**src/rtl/prog_loader_pkg.sv**
```systemverilog
// rtl/prog_loader_pkg.sv - shared encodings and defaults for the UART program loader
//
// Purpose : receiver and loader state encodings plus default parameter values.
// Ports   : none (package).
// Config  : LOADER_CHECKSUM_EN adds the L_CHK loader state.
package prog_loader_pkg;

  localparam int DEF_CLKS_PER_BIT = 434;
  localparam int DEF_WORDS        = 64;

  typedef enum logic [1:0] {
    RX_IDLE  = 2'd0,
    RX_START = 2'd1,
    RX_DATA  = 2'd2,
    RX_STOP  = 2'd3
  } rx_state_e;

`ifdef LOADER_CHECKSUM_EN
  typedef enum logic [1:0] {
    L_HI   = 2'd0,
    L_LO   = 2'd1,
    L_DONE = 2'd2,
    L_CHK  = 2'd3
  } ld_state_e;
`else
  typedef enum logic [1:0] {
    L_HI   = 2'd0,
    L_LO   = 2'd1,
    L_DONE = 2'd2
  } ld_state_e;
`endif

endpackage

```
**src/rtl/prog_loader_uart_rx_byte.sv**
```systemverilog
// rtl/prog_loader_uart_rx_byte.sv - 8N1 UART byte receiver with sticky framing error
//
// Purpose : synchronizes rx, finds the start bit, samples 8 data bits LSB first
//           mid-bit and checks the stop bit.
// Ports   : clock, reset (sync, active high), rx (async serial in, idle high),
//           data_byte[7:0] (last received byte), byte_valid (1-cycle strobe),
//           frame_err (sticky, set on a bad stop bit).
module uart_rx_byte
  import prog_loader_pkg::*;
#(
  parameter int CLKS_PER_BIT = DEF_CLKS_PER_BIT
) (
  input  logic       clock,
  input  logic       reset,
  input  logic       rx,
  output logic [7:0] data_byte,
  output logic       byte_valid,
  output logic       frame_err
);

  localparam int CW   = $clog2(CLKS_PER_BIT + 1);
  // Half-bit delay lands the samples mid-bit; never zero so START always waits.
  localparam int HALF = (CLKS_PER_BIT / 2 > 0) ? CLKS_PER_BIT / 2 : 1;

  rx_state_e   state_q, state_d;
  logic        sync1_q, sync2_q, prev_q;
  logic [CW-1:0] cnt_q, cnt_d;
  logic [2:0]  bit_q, bit_d;
  logic [7:0]  shreg_q, shreg_d;
  logic        valid_q, valid_d;
  logic        ferr_q, ferr_d;

  always_ff @(posedge clock) begin
    if (reset) begin
      sync1_q <= 1'b1;
      sync2_q <= 1'b1;
      prev_q  <= 1'b1;
      state_q <= RX_IDLE;
      cnt_q   <= '0;
      bit_q   <= '0;
      shreg_q <= '0;
      valid_q <= 1'b0;
      ferr_q  <= 1'b0;
    end else begin
      sync1_q <= rx;
      sync2_q <= sync1_q;
      prev_q  <= sync2_q;
      state_q <= state_d;
      cnt_q   <= cnt_d;
      bit_q   <= bit_d;
      shreg_q <= shreg_d;
      valid_q <= valid_d;
      ferr_q  <= ferr_d;
    end
  end

  always_comb begin
    state_d = state_q;
    cnt_d   = cnt_q;
    bit_d   = bit_q;
    shreg_d = shreg_q;
    valid_d = 1'b0;
    ferr_d  = ferr_q;
    case (state_q)
      RX_IDLE: begin
        cnt_d = '0;
        bit_d = '0;
        // Edge rather than level: a line left low by a bad stop bit must not
        // look like a new start bit.
        if (prev_q && !sync2_q) state_d = RX_START;
      end
      RX_START: begin
        if (cnt_q == CW'(HALF - 1)) begin
          cnt_d   = '0;
          state_d = sync2_q ? RX_IDLE : RX_DATA;
        end else begin
          cnt_d = cnt_q + 1'b1;
        end
      end
      RX_DATA: begin
        if (cnt_q == CW'(CLKS_PER_BIT - 1)) begin
          cnt_d   = '0;
          shreg_d = {sync2_q, shreg_q[7:1]};
          if (bit_q == 3'd7) state_d = RX_STOP;
          else               bit_d   = bit_q + 1'b1;
        end else begin
          cnt_d = cnt_q + 1'b1;
        end
      end
      RX_STOP: begin
        if (cnt_q == CW'(CLKS_PER_BIT - 1)) begin
          cnt_d   = '0;
          state_d = RX_IDLE;
          if (sync2_q) valid_d = 1'b1;
          else         ferr_d  = 1'b1;
        end else begin
          cnt_d = cnt_q + 1'b1;
        end
      end
      default: state_d = RX_IDLE;
    endcase
  end

  // shreg only shifts in DATA, so it still holds the byte when valid pulses.
  assign data_byte  = shreg_q;
  assign byte_valid = valid_q;
  assign frame_err  = ferr_q;

endmodule

```
**src/rtl/prog_loader.sv**
```systemverilog
// rtl/prog_loader.sv - loads WORDS 16-bit words from a UART into program memory
//
// Purpose : assembles received bytes (high byte first) into words, writes them
//           to consecutive addresses from 0 and releases the CPU when done.
// Ports   : clock, reset (sync, active high), rx (UART in), mem_addr[5:0],
//           mem_data[15:0], mem_we (1-cycle strobe), cpu_hold, load_done,
//           frame_err (sticky).
// Config  : LOADER_CHECKSUM_EN - after the last word a checksum byte (XOR of
//           all data bytes) must match before load_done; a mismatch restarts.
module prog_loader
  import prog_loader_pkg::*;
#(
  parameter int CLKS_PER_BIT = DEF_CLKS_PER_BIT,
  parameter int WORDS        = DEF_WORDS
) (
  input  logic        clock,
  input  logic        reset,
  input  logic        rx,
  output logic [5:0]  mem_addr,
  output logic [15:0] mem_data,
  output logic        mem_we,
  output logic        cpu_hold,
  output logic        load_done,
  output logic        frame_err
);

  logic [7:0] rx_byte;
  logic       rx_byte_valid;

  uart_rx_byte #(.CLKS_PER_BIT(CLKS_PER_BIT)) u_rx (
    .clock      (clock),
    .reset      (reset),
    .rx         (rx),
    .data_byte  (rx_byte),
    .byte_valid (rx_byte_valid),
    .frame_err  (frame_err)
  );

  ld_state_e   ld_state_q, ld_state_d;
  logic [5:0]  addr_q, addr_d;
  logic [7:0]  hi_q, hi_d;
  logic [5:0]  mem_addr_q, mem_addr_d;
  logic [15:0] mem_data_q, mem_data_d;
  logic        mem_we_q, mem_we_d;
`ifdef LOADER_CHECKSUM_EN
  logic [7:0]  cs_q, cs_d;
`endif

  always_ff @(posedge clock) begin
    if (reset) begin
      ld_state_q <= L_HI;
      addr_q     <= '0;
      hi_q       <= '0;
      mem_addr_q <= '0;
      mem_data_q <= '0;
      mem_we_q   <= 1'b0;
`ifdef LOADER_CHECKSUM_EN
      cs_q       <= '0;
`endif
    end else begin
      ld_state_q <= ld_state_d;
      addr_q     <= addr_d;
      hi_q       <= hi_d;
      mem_addr_q <= mem_addr_d;
      mem_data_q <= mem_data_d;
      mem_we_q   <= mem_we_d;
`ifdef LOADER_CHECKSUM_EN
      cs_q       <= cs_d;
`endif
    end
  end

  always_comb begin
    ld_state_d = ld_state_q;
    addr_d     = addr_q;
    hi_d       = hi_q;
    mem_addr_d = mem_addr_q;
    mem_data_d = mem_data_q;
    mem_we_d   = 1'b0;
`ifdef LOADER_CHECKSUM_EN
    cs_d       = cs_q;
`endif
    case (ld_state_q)
      L_HI: begin
        if (rx_byte_valid) begin
          hi_d       = rx_byte;
          ld_state_d = L_LO;
`ifdef LOADER_CHECKSUM_EN
          cs_d       = cs_q ^ rx_byte;
`endif
        end
      end
      L_LO: begin
        if (rx_byte_valid) begin
          // Address/data register together with the strobe, so both are
          // stable for the whole write and until the next one.
          mem_data_d = {hi_q, rx_byte};
          mem_addr_d = addr_q;
          mem_we_d   = 1'b1;
`ifdef LOADER_CHECKSUM_EN
          cs_d       = cs_q ^ rx_byte;
`endif
          if (addr_q == 6'(WORDS - 1)) begin
            // Last word: leave the counter put so it can never wrap.
`ifdef LOADER_CHECKSUM_EN
            ld_state_d = L_CHK;
`else
            ld_state_d = L_DONE;
`endif
          end else begin
            addr_d     = addr_q + 1'b1;
            ld_state_d = L_HI;
          end
        end
      end
`ifdef LOADER_CHECKSUM_EN
      L_CHK: begin
        if (rx_byte_valid) begin
          if (rx_byte == cs_q) begin
            ld_state_d = L_DONE;
          end else begin
            ld_state_d = L_HI;
            addr_d     = '0;
            mem_addr_d = '0;
            cs_d       = '0;
          end
        end
      end
`endif
      L_DONE: ld_state_d = L_DONE;
      default: ld_state_d = L_HI;
    endcase
  end

  assign mem_addr  = mem_addr_q;
  assign mem_data  = mem_data_q;
  assign mem_we    = mem_we_q;
  assign load_done = (ld_state_q == L_DONE);
  assign cpu_hold  = (ld_state_q != L_DONE);

endmodule

```
**config.mk**
```make
export PLATFORM = sky130hd
export DESIGN_NAME = prog_loader
export DESIGN_NICKNAME = d
export VERILOG_FILES = /design/src/rtl/prog_loader_pkg.sv /design/src/rtl/prog_loader_uart_rx_byte.sv /design/src/rtl/prog_loader.sv
export SDC_FILE = /design/constraint.sdc
export NUM_CORES = 1
export LEC_CHECK = 0
export BUFFER_PORTS_ARGS = -buffer_cell sky130_fd_sc_hd__buf_2
export CORE_ASPECT_RATIO = 1.5
export CORE_MARGIN = 4
export CORE_UTILIZATION = 57
export DETAILED_ROUTE_END_ITERATION = 8
export PLACE_DENSITY = 0.78
export SKIP_CTS_REPAIR_TIMING = 1
export SYNTH_ARGS = -nofsm -noshare
export SYNTH_HDL_FRONTEND = slang
export SYNTH_SLANG_ARGS = --single-unit
```
**constraint.sdc**
```tcl
create_clock -name clock -period 2.3 [get_ports clock]
set_clock_uncertainty 0.2 [all_clocks]
set_input_delay 0.46 -clock clock [delete_from_list [all_inputs] [get_ports clock]]
set_output_delay 0.46 -clock clock [all_outputs]
set_load 0.1 [all_outputs]
```
==> flow_summary_export.csv <==
group,metric,value,unit
cts,cts_tree,"done",
route,viasPerCell,5.401,
route,ant_nets,0,
timing,fin_ws,0.2492,ns
cts,htree_levels,3,
flow_run,maxCapViolCount,0,
worst_setup_path,critPathMaxFanout,5,
route,wirelength,4.722,mm
route,via_count,1966,
worst_setup_path,critPathSlowestCell,"buf_2",
synthesis,yosys_warnings,0,
pwr,sw_frac_of_total,21.54,%
worst_setup_path,cp_data_arrival_time,1.39,ns
worst_setup_path,cp.depth,3,
pwr,ir_drop,590.0,uV
timing,min_period,2.051,ns
timing,slew_headroom,67.13,%
placed_design,dp.cells,348,
cts,root_buffer,"clkbuf_8",
worst_setup_path,required,1.64,ns
synthesis,synth-main-ff-cell,"dfxtp_1",
worst_setup_path,worst-setup-path-type,"register to output port",
synthesis,synth_edf_count,0,
die,initial_core_util,60.27,%
worst_setup_path,crit_chain,"nand2b_2 -> inv_1 -> buf_2",
placed_design,place_hpwl,3.315,mm
placed_design,port_buffers,28,
finish,syn_to_final_growth,15.29,%
cts,clkSinkCount,66,
global_routing,grt_max_degree,40,
synthesis,synth-seq-area-share,50.77,%
timing,drv_slew,0,
finish,layout-drive-gt1-share,18.24,%
pwr,power.leakage,1.234,nW
pwr,intPower,0.001769,W
worst_setup_path,critPathTopFamily,"buffers and inverters",
timing,setup_viol,0,
cts,cts_buffers,9,
placed_design,place.gp.congestion,0.7982,
worst_setup_path,r2r_end,"u_rx.data_byte[5]$_SDFFE_PP0P_",
global_routing,grt_pass1_wl,8.024,mm
pwr,switching_power,0.0004855,W
route,first_pass_iters,4,
pwr,combPwrFrac,1.1,%
die,die_h,90.76,um
synthesis,netlist_area,2602,um2
global_routing,grtUsageTotal,17.73,%
timing,rsz0062_at_grt,"false",
synthesis,async_reset_ff_share,0,%
route,drc,0,
synthesis,ys_types,44,
timing,setup_tns,0,ns
timing,whs,0.09120,ns
cts,cts.clk_slew.worst_paths,0.07,ns
cts,clkLatencyLatePin,0.35,ns
worst_hold_path,holdPathEnd,"u_rx.sync1_q$_SDFF_PP1_",
pwr,seq_power_share,50.9,%
finish,n_antenna_cell,0,
worst_hold_path,whs_path_depth,2,
synthesis,netlist_instances,283,
worst_setup_path,crit_buf_inv,2,
worst_setup_path,max_stage_delay,0.41,ns
cts,clk_path_buf_depth,2,
finish,final_common_cell,"dfxtp_1",
worst_setup_path,rr_startpoint,"u_rx.cnt_q[0]$_SDFF_PP0_",
die,core.rowCount,29,
route,drt_iter0_markers,104,
timing,finalHoldViolations,0,
route,post_drt_wl_per_cell,12.97,um
die,core_area,4318,um2
pwr,power_density,751.3,nW/um2
die,die_x,63.17,um
die,fp.dieArea,5733,um2
worst_hold_path,hp-class,"input port to register",
die,ios,29,
worst_setup_path,rr_worst_depth,6,
finish,final_cells,364,
global_routing,grt_pass1_vias,1848,
global_routing,grt_antenna_before_repair,0,
worst_setup_path,r2r_setup_slack,0.47,ns
status,outcome,"completed",
finish,layout.nets,322,
timing,max_freq,0.4876,GHz
worst_hold_path,min-delay-start,"rx",
worst_setup_path,startpoint_type,"register",
synthesis,synth_fp_nets,292,
synthesis,syn_avg_cell_area,9.196,um2
finish,mostFrequentLayoutCells,"66 x dfxtp_1, 47 x nand2_1, 40 x nor2_1",
global_routing,overflow,0,
worst_setup_path,critPathCaptureType,"output port",
pwr,power_frac_clock,48.1,%
timing,worst-slew-pin-transition,0.4965,ns
synthesis,synth-seq-cells,66,
timing,finalCritPeriodShare,89.17,%
placed_design,dp_slack,0.4689,ns
Yosys cell counts, drive strengths merged (3+ instances only):
master	count	share of area (%)
a21oi	25	5.0
and3	4	0.96
buf	8	1.7
clkbuf	6	0.87
dfxtp	66	51
ha	6	2.9
inv	8	1.2
mux2i	17	6.5
nand2	47	6.8
nand2b	3	0.72
nand3	5	0.96
nor2	40	5.8
o21ai	3	0.72
or2	3	0.72
xnor2	6	2.0
xor2	5	1.7
flip-flops by register name (all words and copies together) (netlist names), 2 cells and up, named ones only:
signal	flops
mem_data	16
u_rx.bit_q	3
u_rx.cnt_q	9
mem_addr	6
addr_q	6
hi_q	8
u_rx.data_byte	8
ld_state_q	2
power by group through the flow:
stage	Sequential [W]	Clock, W	Combinational (W)
floorplan	0.00117	0	0.0000183
global placement	0.00117	0	0.0000237
detailed placement	0.00117	0	0.0000237
CTS	0.00115	0.00110	0.0000238
global route	0.00115	0.00114	0.0000264
finish	0.00115	0.00108	0.0000237
cells by family after synthesis:
logic type,count (synthesis),synth area share (%)
simple gates,119,22.40
buf+inv,22,3.702
compound gates,42,10.00
xor+xnor,11,3.702
fa+ha+maj,6,2.885
flops,66,50.77
mux,17,6.538
layer usage:
| metal | global-route usage (%) | up-vias | routed length [um] | share of wire, % |
|---|---|---|---|---|
| met2 | 29.96 | 31 | 2374 | 50 |
| met1 | 19.03 | 911 | 2032 | 43 |
| met5 | 0 | - | 0 | 0 |
| met3 | 5.479 | 11 | 187 | 4.0 |
| met4 | 10.81 | 0 | 127 | 2.7 |
| li1 | - | 1013 | - | - |
final cells by class:
cell class | count | area, um2
clock inverters | 7 | 102.6
repair buffers | 33 | 177.7
clock buffers | 9 | 123.9
inverters | 8 | 30.03
well taps | 46 | 57.56
fillers | 345 | 1318
multi-input cells | 195 | 1187
flip-flops and latches | 66 | 1321
metrics by stage:
stage | utilization [%] | total power (W) | area, um2
finish | 69.49 | 0.002254 | 3000
floorplan | - | 0.001191 | 2605
detailed placement | 64.24 | 0.001197 | 2774
global placement | 64.24 | 0.001197 | 2774
CTS | 69.49 | 0.002269 | 3000
global route | 69.49 | 0.002316 | 3000
worst max path at each step:
stage          slack [ns]                        to                  startpoint
6_report             0.25                 load_done  ld_state_q[0]$_SDFFE_PP0P_
5_1_grt              0.19                  cpu_hold  ld_state_q[0]$_SDFFE_PP0P_
4_1_cts              0.23                  cpu_hold  ld_state_q[0]$_SDFFE_PP0P_
3_5_place_dp         0.47  u_rx.cnt_q[8]$_SDFF_PP0_    u_rx.cnt_q[0]$_SDFF_PP0_
3_3_place_gp         0.55  u_rx.cnt_q[8]$_SDFF_PP0_    u_rx.cnt_q[0]$_SDFF_PP0_
2_1_floorplan        0.07                 load_done  ld_state_q[0]$_SDFFE_PP0P_
(Power assumes the default switching activity.)
